### src/rtl/adder_ctrl_pkg.sv
// Shared definitions for the nibble-serial adder controller:
// FSM state encoding and the adder slice width.
package adder_ctrl_pkg;

   localparam int SLICE_W = 4;

   typedef enum logic [1:0] {
      IDLE = 2'd0,
      RUN  = 2'd1,
      DONE = 2'd2
   } state_t;

   // Step counter must be at least one bit wide even for a single-slice adder
   function automatic int cnt_width(input int nslice);
      return (nslice > 1) ? $clog2(nslice) : 1;
   endfunction

endpackage

### src/rtl/add_slice4.sv
// 4-bit combinational ripple adder; the only arithmetic on operand bits
// anywhere in the serial adder.
module add_slice4 (
   input  logic [3:0] a,
   input  logic [3:0] b,
   input  logic       cin,
   output logic [3:0] sum,
   output logic       cout
);

   assign {cout, sum} = {1'b0, a} + {1'b0, b} + {4'b0000, cin};

endmodule

### src/rtl/serial_add_ctrl.sv
// Nibble-serial adder: accepts a, b, cin and produces a+b+cin one 4-bit
// slice per cycle, presenting the result under a valid/ready handshake.
module serial_add_ctrl
   import adder_ctrl_pkg::*;
#(
   parameter int WIDTH = 16
) (
   input  logic             clk,
   input  logic             rst,
   input  logic [WIDTH-1:0] a,
   input  logic [WIDTH-1:0] b,
   input  logic             cin,
   input  logic             in_valid,
   output logic             in_ready,
   output logic [WIDTH-1:0] sum,
   output logic             cout,
   output logic             out_valid,
   input  logic             out_ready
);

   localparam int NSLICE = WIDTH / SLICE_W;
   localparam int CW     = cnt_width(NSLICE);

   state_t           state;
   state_t           nextstate;
   logic [WIDTH-1:0] areg;
   logic [WIDTH-1:0] breg;
   logic [WIDTH-1:0] sumreg;
   logic [WIDTH-1:0] sumnext;
   logic [WIDTH-1:0] resreg;
   logic             carry;
   logic             rescarry;
   logic [CW-1:0]    cnt;
   logic             accept;
   logic             laststep;
   logic [3:0]       slicesum;
   logic             slicecout;

   add_slice4 u_slice (
      .a    (areg[SLICE_W-1:0]),
      .b    (breg[SLICE_W-1:0]),
      .cin  (carry),
      .sum  (slicesum),
      .cout (slicecout)
   );

   assign accept   = (state == IDLE) && in_valid;
   assign laststep = (state == RUN) && (cnt == CW'(NSLICE - 1));
   assign sumnext  = WIDTH'({slicesum, sumreg} >> SLICE_W);

   always_ff @(posedge clk) begin
      if (rst) begin
         state <= IDLE;
      end else begin
         state <= nextstate;
      end
   end

   always_comb begin
      nextstate = state;
      case (state)
         IDLE:    if (in_valid) nextstate = RUN;
         RUN:     if (laststep) nextstate = DONE;
         DONE:    if (out_ready) nextstate = IDLE;
         default: nextstate = IDLE;
      endcase
   end

   // Outputs are forced quiet while reset is held, even before the clearing edge
   always_comb begin
      in_ready  = 1'b0;
      out_valid = 1'b0;
      sum       = '0;
      cout      = 1'b0;
      if (!rst) begin
         in_ready  = (state == IDLE);
         out_valid = (state == DONE);
         sum       = resreg;
         cout      = rescarry;
      end
   end

   // The result is copied out on the final step so sum/cout never show partial work
   always_ff @(posedge clk) begin
      if (rst) begin
         areg     <= '0;
         breg     <= '0;
         sumreg   <= '0;
         resreg   <= '0;
         carry    <= 1'b0;
         rescarry <= 1'b0;
         cnt      <= '0;
      end else if (accept) begin
         areg   <= a;
         breg   <= b;
         carry  <= cin;
         sumreg <= '0;
         cnt    <= '0;
      end else if (state == RUN) begin
         areg   <= areg >> SLICE_W;
         breg   <= breg >> SLICE_W;
         sumreg <= sumnext;
         carry  <= slicecout;
         cnt    <= cnt + 1'b1;
         if (laststep) begin
            resreg   <= sumnext;
            rescarry <= slicecout;
         end
      end
   end

endmodule

### config.mk
export PLATFORM = sky130hd
export DESIGN_NAME = serial_add_ctrl
export DESIGN_NICKNAME = d
export VERILOG_FILES = /design/src/rtl/adder_ctrl_pkg.sv /design/src/rtl/add_slice4.sv /design/src/rtl/serial_add_ctrl.sv
export SDC_FILE = /design/constraint.sdc
export NUM_CORES = 1
export LEC_CHECK = 0
export BUFFER_PORTS_ARGS = -buffer_cell sky130_fd_sc_hd__buf_2
export CORE_MARGIN = 1
export CORE_UTILIZATION = 35
export CTS_CLUSTER_SIZE = 28
export DETAILED_ROUTE_END_ITERATION = 7
export PLACE_DENSITY = 0.57
export SYNTH_ARGS = -nofsm -noshare
export SYNTH_HDL_FRONTEND = slang
export SYNTH_SLANG_ARGS = --single-unit
export TNS_END_PERCENT = 5
### constraint.sdc
create_clock -name clk -period 3.2 [get_ports clk]
set_input_delay 0.16 -clock clk [delete_from_list [all_inputs] [get_ports clk]]
set_output_delay 0.16 -clock clk [all_outputs]
set_load 0.01 [all_outputs]
==> impl_metrics.json <==
{
  "final_common_cell": "nand2_1",
  "ys_ff_latch": 66,
  "synth_edf_count": 0,
  "r2r_cells": 4,
  "synth_area_mm2": 0.00270,
  "vdd_drop_max_mv": 0.234,
  "drive_gt1_frac": 0.201,
  "start_util": 0.368,
  "seq_area_frac_synth": 0.490,
  "hold_ws_ns": 0.0438,
  "cp-start-kind": "flip-flop",
  "htreeDepth": 3,
  "antenna_found_initial": 0,
  "wl_per_cell_um": 12.3,
  "diodes": 0,
  "final_nets": 416,
  "clk_pin_slew_ns": 0.08,
  "grt_max_degree": 47,
  "cts.repair.resized": 0,
  "crit_required_ns": 3.42,
  "die-width_um": 89.8,
  "grt_overflow": 0,
  "syn_to_final_growth_pct": 21.0,
  "place_area_mm2": 0.00302,
  "skew_ns": 0.0170,
  "root_buffer": "clkbuf_8",
  "vias_per_cell": 4.82,
  "setup_viol": 0,
  "cap_violations": 0,
  "grt_pass1_wl_um": 9920,
  "r2r_slack_ns": 1.06,
  "slew_viol_final": 0,
  "drt_iter0_markers": 44,
  "ys_warn_count": 0,
  "r2r-start": "state[0]",
  "synth_top_area_frac": 0.490,
  "synth_cells": 328,
  "synth_area_leaders": "dfxtp_1 49%, nand2_1 12%, a21oi_1 11%, a22oi_1 7.0%, nor2b_1 4.4%",
  "cts-buffers-inserted": 9,
  "drc": 0,
  "syn-num-nets": 371,
  "final_util": 0.445,
  "min_period_over_period": 0.669,
  "fmax_mhz": 467,
  "clock_path_buffers": 2,
  "finalInstanceArea_mm2": 0.00326,
  "relSlewSlack": 0.352,
  "yosys.area.top_type": "dfxtp_1",
  "track_usage": 0.152,
  "ys_types": 30,
  "finalSetupTns_ns": 0,
  "antenna_left": 0,
  "crit_type": "reg -> reg",
  "drt_pre_antenna_iters": 4,
  "vias": 2301,
  "crit_buf_inv": 1,
  "cp.arrival_ns": 2.36,
  "p_per_area_mw_per_mm2": 582,
  "wirelength_um": 5880,
  "path_cells": "nor2b_2, buf_4, nand2_1, a221o_1",
  "coreArea_mm2": 0.00733,
  "place_ws_ns": 1.02,
  "io_pins": 56,
  "clock_latency_ns": 0.34,
  "rsz0062_at_grt": "false",
  "async_flop_share": 0,
  "dp_hpwl_um": 3650,
  "port_buffers": 55,
  "cts_tree": "yes",
  "hold_class": "in -> reg",
  "cpPeakStageDelay_ns": 0.49,
  "die_area_mm2": 0.00806,
  "cts_setup_buffers": 0,
  "worst_slew_pin_slew_ns": 0.970,
  "synth-main-ff-cell": "dfxtp_1",
  "cp_slowest_cell": "nand2_1",
  "whs_endpoint": "breg[14]",
  "clock-sinks": 66,
  "cpLargestDelayFamily": "simple AND/OR/NAND/NOR gates",
  "hold_violations": 0,
  "endpoint_kind": "flip-flop",
  "mostFrequentLayoutCells": "85 x nand2_1, 66 x dfxtp_1, 60 x a21oi_1, 55 x buf_2, 25 x a22oi_1",
  "p_leak_nw": 1.25,
  "min_path_cells": 3,
  "syn-mean-instance-area_um2": 8.22,
  "rows": 31,
  "cp_max_fo": 43,
  "gp_congestion": 0.686,
  "die_y_um": 89.8,
  "r2r-end": "resreg[15]",
  "status": "completed",
  "timing.final.crit_period_ns": 2.14,
  "grt_pass1_vias": 2117,
  "setup_slack_ns": 1.06,
  "hold_buffers": 0,
  "hold_start": "b[14]"
}
-- power breakdown --
group          switching [mW]  total (mW)  internal [mW]
combinational           0.106       0.171         0.0653
sequential             0.0202       0.875          0.855
clock                   0.312       0.854          0.541
-- synth_stat cells, types with 2 or more instances --
| cell | n |
|---|---|
| ha_1 | 4 |
| nor3b_1 | 2 |
| fa_1 | 2 |
| xnor2_1 | 2 |
| nand4b_1 | 2 |
| nor2_1 | 9 |
| inv_1 | 3 |
| nand3_1 | 9 |
| nor3_1 | 3 |
| nor2b_1 | 19 |
| a21oi_1 | 60 |
| buf_2 | 11 |
| a22oi_1 | 25 |
| nand2_1 | 85 |
| dfxtp_1 | 66 |
| clkbuf_1 | 11 |
| a211oi_1 | 2 |
-- registers in the layout, indices dropped and copies added, names as in the netlist --
signal / cells
areg: 16
breg: 16
resreg: 16
sumreg: 12
cnt: 2
state: 2
carry: 1
rescarry: 1
-- per-layer routing --
metal	vias up	track usage	routed length [µm]
met5	-	0	0
li1	1206	-	-
met2	49	0.235	2620
met1	1033	0.201	2950
met3	13	0.0431	237
met4	0	0.0533	82
-- area by class of cell --
type	instances	area, µm²
Fill cell	761	4070
Sequential cell	66	1320
Multi-Input combinational cell	235	1260
Timing Repair Buffer	58	298
Clock buffer	12	145
Tap cell	99	124
Clock inverter	4	98.8
Inverter	3	11.3
-- worst max path at each step --
stage,startpoint,end,slack [ns],depth (start not counted)
global route,state[0],resreg[15],0.83,5
floorplan,areg[0],resreg[15],1.64,5
global placement,state[0],resreg[15],1.06,4
finish,state[0],resreg[15],1.06,4
detailed placement,state[0],resreg[15],1.02,4
CTS,state[0],resreg[15],1.02,5
-- stage by stage --
stage	instances	power (mW)
final	477	1.90
after CTS	477	1.92
after detailed placement	461	1.07
after global placement	461	1.06
after global routing	477	1.99
after floorplan	328	1.01
-- worst register-to-register path, cell delays in order, from the launching register on --
cell and delay, ns:
dfxtp_1 0.46, nor2b_2 0.19, buf_4 0.41, nand2_1 0.49, a221o_1 0.48
-- logic make-up (layout without fill, tap and decap cells) --
kind of cell / Yosys count / count (layout) / synth area share
xor gates and xnor gates: 2 / 2 / 0.00650
buffers and inverters: 27 / 77 / 0.0441
DFF: 66 / 66 / 0.490
and+or+nand+nor: 136 / 136 / 0.228
adders and majority gates: 6 / 6 / 0.0334
AOI/OAI and AO/OA: 91 / 91 / 0.198
Power figures use the tool's default switching activity.
